File: config.mk
export PLATFORM = sky130hd
export DESIGN_NAME = id_ex_stage
export DESIGN_NICKNAME = d
export VERILOG_FILES = /design/src/rtl/mips_pkg.sv /design/src/rtl/fwd_mux.sv /design/src/rtl/id_ex_stage.sv
export SDC_FILE = /design/constraint.sdc
export NUM_CORES = 1
export LEC_CHECK = 0
export BUFFER_PORTS_ARGS = -buffer_cell sky130_fd_sc_hd__buf_2
export CELL_PAD_IN_SITES_DETAIL_PLACEMENT = 0
export CELL_PAD_IN_SITES_GLOBAL_PLACEMENT = 2
export CORE_ASPECT_RATIO = 0.9
export CORE_MARGIN = 4
export CORE_UTILIZATION = 24
export DETAILED_ROUTE_END_ITERATION = 8
export PLACE_DENSITY = 0.87
export SKIP_LAST_GASP = 1
export SYNTH_ARGS = -nofsm -noshare
export SYNTH_HDL_FRONTEND = slang
export SYNTH_SLANG_ARGS = --single-unit
File: constraint.sdc
create_clock -name clk -period 1.05 [get_ports clk]
set_input_delay 0.105 -clock clk [delete_from_list [all_inputs] [get_ports clk]]
set_output_delay 0.105 -clock clk [all_outputs]
set_load 0.005 [all_outputs]
File: src/rtl/mips_pkg.sv
// Shared definitions for the MIPS-style pipeline: ALU opcodes, field widths
// and the illegal-opcode test used by the decode/execute boundary.
package mips_pkg;

  localparam int OPCODE_W   = 4;
  localparam int REG_ADDR_W = 5;

  localparam logic [REG_ADDR_W-1:0] REG_ZERO = 5'd0;

  typedef enum logic [OPCODE_W-1:0] {
    ADD  = 4'b0000,
    SUB  = 4'b0001,
    AND  = 4'b0010,
    OR   = 4'b0011,
    XOR  = 4'b0100,
    NOR  = 4'b0101,
    SLT  = 4'b0110,
    SLTU = 4'b0111,
    SLL  = 4'b1000,
    SRL  = 4'b1001,
    SRA  = 4'b1010
  } alu_op_e;

  localparam alu_op_e LAST_LEGAL_OP = SRA;

  // Only a valid instruction can raise the illegal-opcode pulse.
  function automatic logic is_illegal(input logic valid, input logic [OPCODE_W-1:0] opcode);
    return valid && (opcode > LAST_LEGAL_OP);
  endfunction

endpackage

File: src/rtl/fwd_mux.sv
// Operand forwarding for one source register: register-number compare against
// EX/MEM and MEM/WB, with the younger EX/MEM result taking priority.
module fwd_mux
  import mips_pkg::*;
#(
  parameter int width = 8
) (
  input  logic [REG_ADDR_W-1:0] src_addr,
  input  logic [width-1:0]      src_data,
  input  logic                  exmem_reg_write,
  input  logic [REG_ADDR_W-1:0] exmem_rd_addr,
  input  logic [width-1:0]      exmem_result,
  input  logic                  memwb_reg_write,
  input  logic [REG_ADDR_W-1:0] memwb_rd_addr,
  input  logic [width-1:0]      memwb_result,
  output logic [width-1:0]      fwd_data
);

  logic exmem_hit;
  logic memwb_hit;

  // Register 0 is hard-wired to zero, so a write to it is never a forwarding source.
  assign exmem_hit = exmem_reg_write && (exmem_rd_addr == src_addr);
  assign memwb_hit = memwb_reg_write && (memwb_rd_addr == src_addr);

  always_comb begin
    if (src_addr == REG_ZERO)
      fwd_data = '0;
    else if (exmem_hit)
      fwd_data = exmem_result;
    else if (memwb_hit)
      fwd_data = memwb_result;
    else
      fwd_data = src_data;
  end

endmodule

File: src/rtl/id_ex_stage.sv
// ID/EX pipeline register: captures decoded operands with forwarding applied,
// and supports stall, flush and illegal-opcode bubble insertion.
module id_ex_stage
  import mips_pkg::*;
#(
  parameter int width = 8
) (
  input  logic                  clk,
  input  logic                  rst_n,
  input  logic                  stall,
  input  logic                  flush,
  input  logic                  id_valid,
  input  logic [OPCODE_W-1:0]   id_opcode,
  input  logic [REG_ADDR_W-1:0] id_rs_addr,
  input  logic [REG_ADDR_W-1:0] id_rt_addr,
  input  logic [REG_ADDR_W-1:0] id_rd_addr,
  input  logic [width-1:0]      id_rs_data,
  input  logic [width-1:0]      id_rt_data,
  input  logic [width-1:0]      id_imm,
  input  logic                  id_use_imm,
  input  logic                  id_reg_write,
  input  logic                  exmem_reg_write,
  input  logic [REG_ADDR_W-1:0] exmem_rd_addr,
  input  logic [width-1:0]      exmem_result,
  input  logic                  memwb_reg_write,
  input  logic [REG_ADDR_W-1:0] memwb_rd_addr,
  input  logic [width-1:0]      memwb_result,
  output logic                  ex_valid,
  output logic [OPCODE_W-1:0]   ex_opcode,
  output logic [width-1:0]      ex_data_a,
  output logic [width-1:0]      ex_data_b,
  output logic [REG_ADDR_W-1:0] ex_rd_addr,
  output logic                  ex_reg_write,
  output logic                  ex_illegal
);

  logic [width-1:0] fwd_a;
  logic [width-1:0] fwd_b;

  fwd_mux #(.width(width)) u_fwd_a (
    .src_addr        (id_rs_addr),
    .src_data        (id_rs_data),
    .exmem_reg_write (exmem_reg_write),
    .exmem_rd_addr   (exmem_rd_addr),
    .exmem_result    (exmem_result),
    .memwb_reg_write (memwb_reg_write),
    .memwb_rd_addr   (memwb_rd_addr),
    .memwb_result    (memwb_result),
    .fwd_data        (fwd_a)
  );

  fwd_mux #(.width(width)) u_fwd_b (
    .src_addr        (id_rt_addr),
    .src_data        (id_rt_data),
    .exmem_reg_write (exmem_reg_write),
    .exmem_rd_addr   (exmem_rd_addr),
    .exmem_result    (exmem_result),
    .memwb_reg_write (memwb_reg_write),
    .memwb_rd_addr   (memwb_rd_addr),
    .memwb_result    (memwb_result),
    .fwd_data        (fwd_b)
  );

  logic                  nxt_valid;
  logic [OPCODE_W-1:0]   nxt_opcode;
  logic [width-1:0]      nxt_data_a;
  logic [width-1:0]      nxt_data_b;
  logic [REG_ADDR_W-1:0] nxt_rd_addr;
  logic                  nxt_reg_write;
  logic                  nxt_illegal;

  // Priority: flush > illegal opcode > stall > load. An illegal opcode
  // overrides stall so the exception pulse is never lost.
  always_comb begin
    // NOTE: every output gets a default first so no path leaves it unassigned and infers a latch.
    nxt_valid     = ex_valid;
    nxt_opcode    = ex_opcode;
    nxt_data_a    = ex_data_a;
    nxt_data_b    = ex_data_b;
    nxt_rd_addr   = ex_rd_addr;
    nxt_reg_write = ex_reg_write;
    nxt_illegal   = 1'b0;

    if (flush || is_illegal(id_valid, id_opcode)) begin
      nxt_valid     = 1'b0;
      nxt_opcode    = ADD;
      nxt_data_a    = '0;
      nxt_data_b    = '0;
      nxt_rd_addr   = REG_ZERO;
      nxt_reg_write = 1'b0;
      nxt_illegal   = !flush;
    end else if (!stall) begin
      nxt_valid     = id_valid;
      nxt_opcode    = id_opcode;
      nxt_data_a    = fwd_a;
      nxt_data_b    = id_use_imm ? id_imm : fwd_b;
      nxt_rd_addr   = id_rd_addr;
      nxt_reg_write = id_reg_write && id_valid;
    end
  end

  // NOTE: the stage is a handful of control/data flops, not a memory, so all of them take the async reset.
  always_ff @(posedge clk or negedge rst_n) begin
    if (!rst_n) begin
      ex_valid     <= 1'b0;
      ex_opcode    <= ADD;
      ex_data_a    <= '0;
      ex_data_b    <= '0;
      ex_rd_addr   <= REG_ZERO;
      ex_reg_write <= 1'b0;
      ex_illegal   <= 1'b0;
    end else begin
      // NOTE: non-blocking so every register samples pre-edge values regardless of statement order.
      ex_valid     <= nxt_valid;
      ex_opcode    <= nxt_opcode;
      ex_data_a    <= nxt_data_a;
      ex_data_b    <= nxt_data_b;
      ex_rd_addr   <= nxt_rd_addr;
      ex_reg_write <= nxt_reg_write;
      ex_illegal   <= nxt_illegal;
    end
  end

endmodule

---- Yosys cells after proc, flatten, opt, wreduce, memory -nomap -nowiden ----
Cells that the tools add are included.
cells by class
  $lt $le $gt $ge ......................... 1
  reduce and logical (&&, ||, !) cells .... 10
  mux-type cells .......................... 20
  equality and inequality tests ........... 5
operators by type and width
  cell                                            number
  two-way mux 8 bit                               11
  == test 5 bit                                   4
  zero test 5 bit                                 2
  two-way mux 5 bit                               2
  two-way mux 4 bit                               2
  logical AND 1 bit                               6
  two-way mux 1 bit                               5
  > comparator 4 bit (second input constant)      1
  != test 2 x 1 -> 1 bit (second input constant)  1
  zero test 1 bit                                 1
  logical OR 1 bit                                1
word-level totals
  word-level logic and storage cells ...... 43
  output and inout port bits .............. 28
  bits in registers ....................... 28

---- Logic depth before layout (Yosys ltp) ----
Gate-level depths: netlist of the first run.
  depth in word-level cells ............... 8
  mapped depth ............................ 6
  gate-level depth less buffers ........... 5

---- Modules after synthesis ----
Synthesis of the first run repeated with hierarchy kept, for this count alone.
unflattened totals
  cell total of the unflattened synthesis .. 191
  area, all modules ....................... 1,963.1 um2
modules (own cells, without submodules)
  module       area an instance (um2)  cells an instance  instances  seq. area each (um2)
  id_ex_stage  1,300.0                 101                1          700.7
  fwd_mux      331.6                   45                 2          0.0

---- Worst setup path before layout of the first run ----
OpenSTA, ideal clock, no wires.
  path kind ............................... input -> register
  from .................................... in id_rt_addr[1]
  to ...................................... reg ex_data_b[0]
  stages on the path ...................... 5
  path slack .............................. -0.315 ns
  arrival ................................. 1.243 ns
  path buffers ............................ 0
  data required time ...................... 0.927 ns
  path through ............................ or4_4 o21bai_4 nor3_2 a221o_1 o2bb2ai_1
between the ends
  longest elaborated chain between the ends .. 8
  elaborated cells on any way between the ends .. 11
  those cells by class .................... 2 x eq/ne; 6 x mux; 3 x reduce/logical
ends and longest elaborated chain
  what                   line                RTL
  start, declared        id_ex_stage.sv:15   input logic [REG_ADDR_W-1:0] id_rt_addr,
  == test 5 bit          fwd_mux.sv:24       assign memwb_hit = memwb_reg_write && (memwb_rd_addr == src_addr);
  logical AND 1 bit      fwd_mux.sv:24
  two-way mux 8 bit      fwd_mux.sv:31       else if (memwb_hit)
  two-way mux 8 bit      fwd_mux.sv:29       else if (exmem_hit)
  two-way mux 8 bit (*)  fwd_mux.sv:27       if (src_addr == REG_ZERO)
  two-way mux 8 bit (*)  id_ex_stage.sv:96   nxt_data_b = id_use_imm ? id_imm : fwd_b;
  two-way mux 8 bit (*)  id_ex_stage.sv:92   end else if (!stall) begin
  two-way mux 8 bit (*)  id_ex_stage.sv:84   if (flush || is_illegal(id_valid, id_opcode)) begin
  end signal, assigned   id_ex_stage.sv:117  ex_data_b <= nxt_data_b;
  end, declared          id_ex_stage.sv:31   output logic [width-1:0] ex_data_b,
Every way passes the cells marked *; elsewhere a longest branch is shown, timed or not. The select of a mux whose other input is x is not followed.
A chain may end at the register's enable or synchronous reset.

---- Worst setup path in the final report of the first run ----
  from .................................... in id_rt_addr[1]
  to ...................................... reg ex_data_b[1]
The elaborated chain is that of the path after synthesis.

==> metrics, run 1 <==
Fin Hold WS 0.0620 ns; # rows 29; Die Y-Extent between 80 and 90 um; Pwr Density 952 mW/mm^2; core area 0.00711 mm^2; CP bufs+invs 1; CP endpoint ex_data_b[1]; critical path type input pin to flip-flop; IO Pins 106; Clock Path Buffers 2; synth cell count leaders dfrtp_1 (28), mux2i_1 (25), nor2_1 (14), xnor2_1 (12), a21oi_1 (9); asr flop ratio synth 1.00; number of synthesized flops with an enable pin 0; period utilization 1.22; failing checks negative setup slack; outcome finished with violations; Port Buffers 105; maximum vdd drop about 0.54 mV; Critical-path top delay cell or4_4; RD Place Congestion between 0.8 and 0.9; number of fill cells 745; largest net degree at the start of global routing 29; worst path arrival time 1.46 ns; RSZ-0062 raised after global routing yes; Slew @ Worst Pin 0.464 ns; register area 701 um^2; path depth of the worst reg2reg path 4; Seq/Total Area, Yosys 0.398; Post-Route Skew 0 ns; critical path capture point type flip-flop; total iterations of the first detailed-routing run 4; Max-cap violations 0; Crit. Startpoint id_rt_addr[1]; Synth area leaders dfrtp_1 (40%), mux2i_1 (14%), xnor2_1 (6.0%); Finished Layout Cells between 300 and 400; Period minus WS final roughly 1.3 ns; TritonCTS Buffers 3; CP required 1.23 ns; GRT Residual Overflow 0; FF+latch count, synth 28; Starting DRT DRC Count 67; GRT Resource Usage Total 0.138; fmax 778 MHz; vias in the first global route 1969; initial cell density of the core 0.248; clk sinks 28; clk slew on worst S/H paths ~0.1 ns; total power draw roughly 2.7 mW; final instance area 0.00279 mm^2; Max H-tree Level 1; setup slack, reg-to-reg 0.01 ns; Die ar. 0.00878 mm^2; Cell Chain, Critical Path buf_8 -> or4_4 -> o21bai_4 -> nor3_4 -> a221o_1 -> o2bb2ai_2; final setup vio count 16; first-pass GRT wire length 9590 um; Final nets 382; Area Growth Syn to Fin 58.5%; setup ws final -0.235 ns; leakage about 1.4 nW; DP Cell Count 388; Clk Latency, worst-skew pair 0.28 ns; Synth Net Count 253; Die W 98.3 um; Mapped Avg Cell Area 10.1 um^2; most common cell in the netlist dfrtp_1; worst r2r dst ex_data_b[6]; Synthesis Warnings 0; Hold Fails Final Rpt 0; CTS tree yes; CP Max Fanout 8; share of layout cells above drive strength 1 0.498; Hold Path Class input pin to flip-flop; antenna violation net count after detailed routing 0; total wire length slightly above 6000 um; via count 1849; area of the multi-input gates roughly 0.0011 mm^2; diode count 0; RR Startpoint ex_data_b[6]; distinct cell type count after synthesis 33; Placed Instance Area between 0.002 and 0.003 mm^2; Rel. slew slack 0.690; Root Driver clkbuf_8; Avg Vias per Cell 4.67; Synth top area share 0.398; initial antenna violation count 0; Worst path depth 6; Synth Instances 175; Yosys top cell by area dfrtp_1; Core Util, Final 0.393; drt wl/cell 15.4 um; critical path launch point type input pin; Crit path max-delay family simple AND/OR/NAND/NOR gates; Post-Syn Area 0.00176 mm^2; Hold Path Cell Cnt 3; hpwl dp 4900 um; DRC 0; Slew Viols, Final 0; CP max stage delay between 0.5 and 0.6 ns; top_reg_cell synth dfrtp_1
[cell usage in the layout (no fill, tap or decap), types with 6 or more instances in the layout]
| cell | netlist | layout |
|---|---|---|
| nor2_1 | 14 | 14 |
| o2bb2ai_1 | 7 | 6 |
| buf_6 | 0 | 6 |
| xor2_1 | 8 | 7 |
| mux2i_1 | 25 | 21 |
| xnor2_1 | 12 | 12 |
| a221o_1 | 7 | 7 |
| o21ai_1 | 1 | 8 |
| a21oi_1 | 9 | 9 |
| nand2b_1 | 7 | 7 |
| inv_1 | 8 | 8 |
| dfrtp_1 | 28 | 28 |
| buf_4 | 0 | 24 |
| a32oi_1 | 8 | 8 |
| buf_2 | 4 | 98 |
[power breakdown]
part           internal (mW)  total, mW  switching (mW)
logic                  0.412      0.777           0.365
registers               1.15       1.18          0.0348
clock network          0.336      0.700           0.363
total                   1.89       2.66           0.763
[worst min path at each step]
stage,from,to
final,id_rd_addr[0],ex_rd_addr[0]
after global routing,exmem_result[4],ex_data_a[4]
after CTS,id_rd_addr[0],ex_rd_addr[0]
after detailed placement,rst_n,ex_data_a[7]
after global placement,rst_n,ex_data_a[7]
after floorplan,rst_n,ex_data_a[0]
[sequential cells by signal, summed over array words and instances (netlist names)]
name / flops
ex_opcode: 4
ex_data_a: 8
ex_valid: 1
ex_data_b: 8
ex_reg_write: 1
ex_illegal: 1
ex_rd_addr: 5
[layout make-up]
cell class	instances	share of cell area
inverters	8	0.0108
clock buffers	4	0.0197
well taps	93	0.0417
flip-flops and latches	28	0.251
repair buffers	133	0.295
multi-input cells	130	0.382
[tightest hold or removal path, cell delays in order]
cell	delay, ns
buf_2	0.07
mux2i_1	0.05
nor2_1	0.08
[layer usage]
layer	GRT usage	vias to the layer above	wire, um
met5	0	-	0
met4	0.0248	0	62
met3	0.0382	6	403
met2	0.243	67	2970
met1	0.172	874	2680
li1	-	902	-
[logic make-up (layout without fill, tap and decap cells)]
logic type | after synthesis | in the layout | share of synthesized area
mux | 25 | 25 | 0.142
simple gates | 37 | 37 | 0.116
compound gates | 48 | 48 | 0.206
buf+inv | 17 | 145 | 0.0391
xor+xnor | 20 | 20 | 0.0994
flops | 28 | 28 | 0.398
[stage by stage]
stage | setup TNS, ns | setup slack, ns
2_1_floorplan | -3.85 | -0.315
3_3_place_gp | -7.52 | -0.503
3_5_place_dp | -8.00 | -0.531
4_1_cts | -2.68 | -0.210
5_1_grt | -3.35 | -0.274
6_report | -2.63 | -0.235
[what timing repair did]
action / CTS / global route
hold buffers: 1 / 0
resized for setup: 7 / 14
setup buffers: 1 / 2
endpoints found under the setup margin: 16 / 16
pin swaps: 6 / 12
hold endpoints to repair: 28 / 0
(Power assumes the default switching activity.)
==> run 2: changes to the inputs <==
Settings changed: CORE_UTILIZATION 24 to 26, PLACE_DENSITY 0.87 to 0.93.
Clock period 1.05 ns to 1.55 ns, I/O delays scaled along.
==> run 2 against run 1 <==
Against the previous run:
- the run now ends clean
- combinational power decreased by 39%
- first-iteration DRC count is 19% higher
- setup slack gained 0.39 ns
==> metrics, run 2 (synthesized netlist as in run 1, its figures left out) <==
GRT Residual Overflow 0 (unchanged); GR Util met2 0.272 (+0.0290); Port Buffers 105 (unchanged); CTS tree yes; Hold Path Class input pin to flip-flop; Core Util, Final 0.390 (-0.00229); total power draw 1.73 mW (-35%); Starting DRT DRC Count 80 (+19%); CP Max Fanout 8 (unchanged); # rows 28 (-3.4%); initial antenna violation count 0 (unchanged); final setup vio count 0 (-16); RR Startpoint ex_data_b[6]; largest net degree at the start of global routing 37 (+28%); hold_sp flush; Rel. slew slack 0.485 (-0.205); clk slew on worst S/H paths 0.10 ns (about the same); post-cts hold buffer count 1 (unchanged); M3 GR Usage 0.0254 (-0.0128); pre-CTS WS -0.0954 ns (+0.435 ns); outcome completed; hpwl dp 5230 um (+6.7%); met1 Use GR 0.190 (+0.0181); DRC 0 (unchanged); Area Growth Syn to Fin 46.0%; Hold Path Cell Cnt 2 (-1); drt wl/cell 16.7 um (+8.5%); vias in the first global route 1874 (-4.8%); Root Driver clkbuf_8; commonest non-fill, non-tap cell in the layout buf_2; RD Place Congestion 0.891 (+8.5%); CP max stage delay 0.31 ns (-0.24 ns); Slew Viols, Final 0 (unchanged); period utilization 0.899; setup_tns 0 ns (+2.63 ns); Post-Route Skew 0 ns (unchanged); Cell Chain, Critical Path buf_2 -> xor2_1 -> nor4_1 -> and3_1 -> buf_12 -> mux2i_1 -> o2bb2ai_1; total wire length 6400 um (+4.7%); initial cell density of the core 0.267 (+0.0198); total iterations of the first detailed-routing run 4 (unchanged); top flop regs ex_data_a x8, ex_data_b x8, ex_rd_addr x5; post-cts sizing count 0 (-7); Hold Fails Final Rpt 0 (unchanged); GRT Resource Usage Total 0.152 (+0.0147); IO Pins 106 (unchanged); Slew @ Worst Pin 0.765 ns (+0.301 ns); Max H-tree Level 1 (unchanged); Die Y-Extent 86.1 um (-3.6%); Die W 94.8 um (-3.6%); Clk Latency, worst-skew pair 0.27 ns (about the same); Max-cap violations 0 (unchanged); TritonCTS Buffers 3 (unchanged); Die ar. 0.00816 mm^2 (-7.1%); antenna violation net count after detailed routing 0 (unchanged); Critical-path top delay cell mux2i_1; critical path type input pin to flip-flop; Pwr Density 674 mW/mm^2 (-29%); setup repair bufs after CTS 0 (-1); setup ws final 0.156 ns (+0.391 ns); Finished Layout Cells 382 (-3.5%); most frequent cells in the layout buf_2 (105), dfrtp_1 (28), mux2i_1 (25); DP Cell Count 377 (-2.8%); Crit. Startpoint memwb_rd_addr[2]; Final nets 371 (-2.9%); first-pass GRT wire length 9620 um (+0.28%); CP required 1.71 ns (+0.48 ns); fmax between 700 and 800 MHz; GR peak layer met2; Avg Vias per Cell 4.70 (+0.69%); critical path launch point type input pin; diode count 0 (unchanged); clk sinks 28 (unchanged); path depth of the worst reg2reg path 4 (unchanged); Clock Path Buffers 2 (unchanged); leakage 1.25 nW (-7.7%); core area 0.00659 mm^2 (-7.4%); maximum vdd drop 0.286 mV (-47%); share of layout cells above drive strength 1 0.445 (-0.0531); worst path arrival time 1.55 ns (+0.09 ns); via count 1796 (-2.9%); RSZ-0062 raised after global routing no; critical path capture point type flip-flop; Period minus WS final 1.39 ns
run 2: final cells by class:
class                      instances  area (um^2)
multi-input combinational        130          992
fill                             726         4020
sequential                        28          701
timing repair buffer             122          681
clock buffer                       4         55.1
tap                               90          113
inverter                           8         30.0
run 2: worst max-delay path: cells and delay by family:
family | cells | cell delay [ns]
xor gates and xnor gates | 1 | 0.15
buffers and inverters | 2 | 0.27
muxes | 1 | 0.31
and+or+nand+nor | 2 | 0.54
AOI/OAI and AO/OA | 1 | 0.12
run 2: final timing paths:
check / slack (ns) / to
setup / recovery: 0.16 / ex_data_b[4]
setup reg to reg: 0.52 / ex_data_b[6]
max in group asynchronous: 0.67 / ex_reg_write
min in group asynchronous: 0.45 / ex_opcode[0]
hold reg to reg: 0.53 / ex_data_a[5]
hold / removal: 0.06 / ex_illegal
run 2: per-layer routing:
layer  share of wire  routed length (um)
met1            0.41                2630
met2            0.52                3350
met3           0.044                 281
met4           0.022                 140
met5               0                   0
run 2: report_power, final:
group / internal, mW / switching (mW) / total (mW)
Sequential: 0.776 / 0.0247 / 0.801
Combinational: 0.236 / 0.235 / 0.471
Clock: 0.228 / 0.234 / 0.461
Total: 1.24 / 0.494 / 1.73
run 2: per-stage QoR:
step	hold slack, ns	cell area [um^2]
detailed placement	0.218	2510
CTS	0.0521	2570
finish	0.0632	2570
global route	0.0506	2570
global placement	0.215	2510
floorplan	-0.141	1760
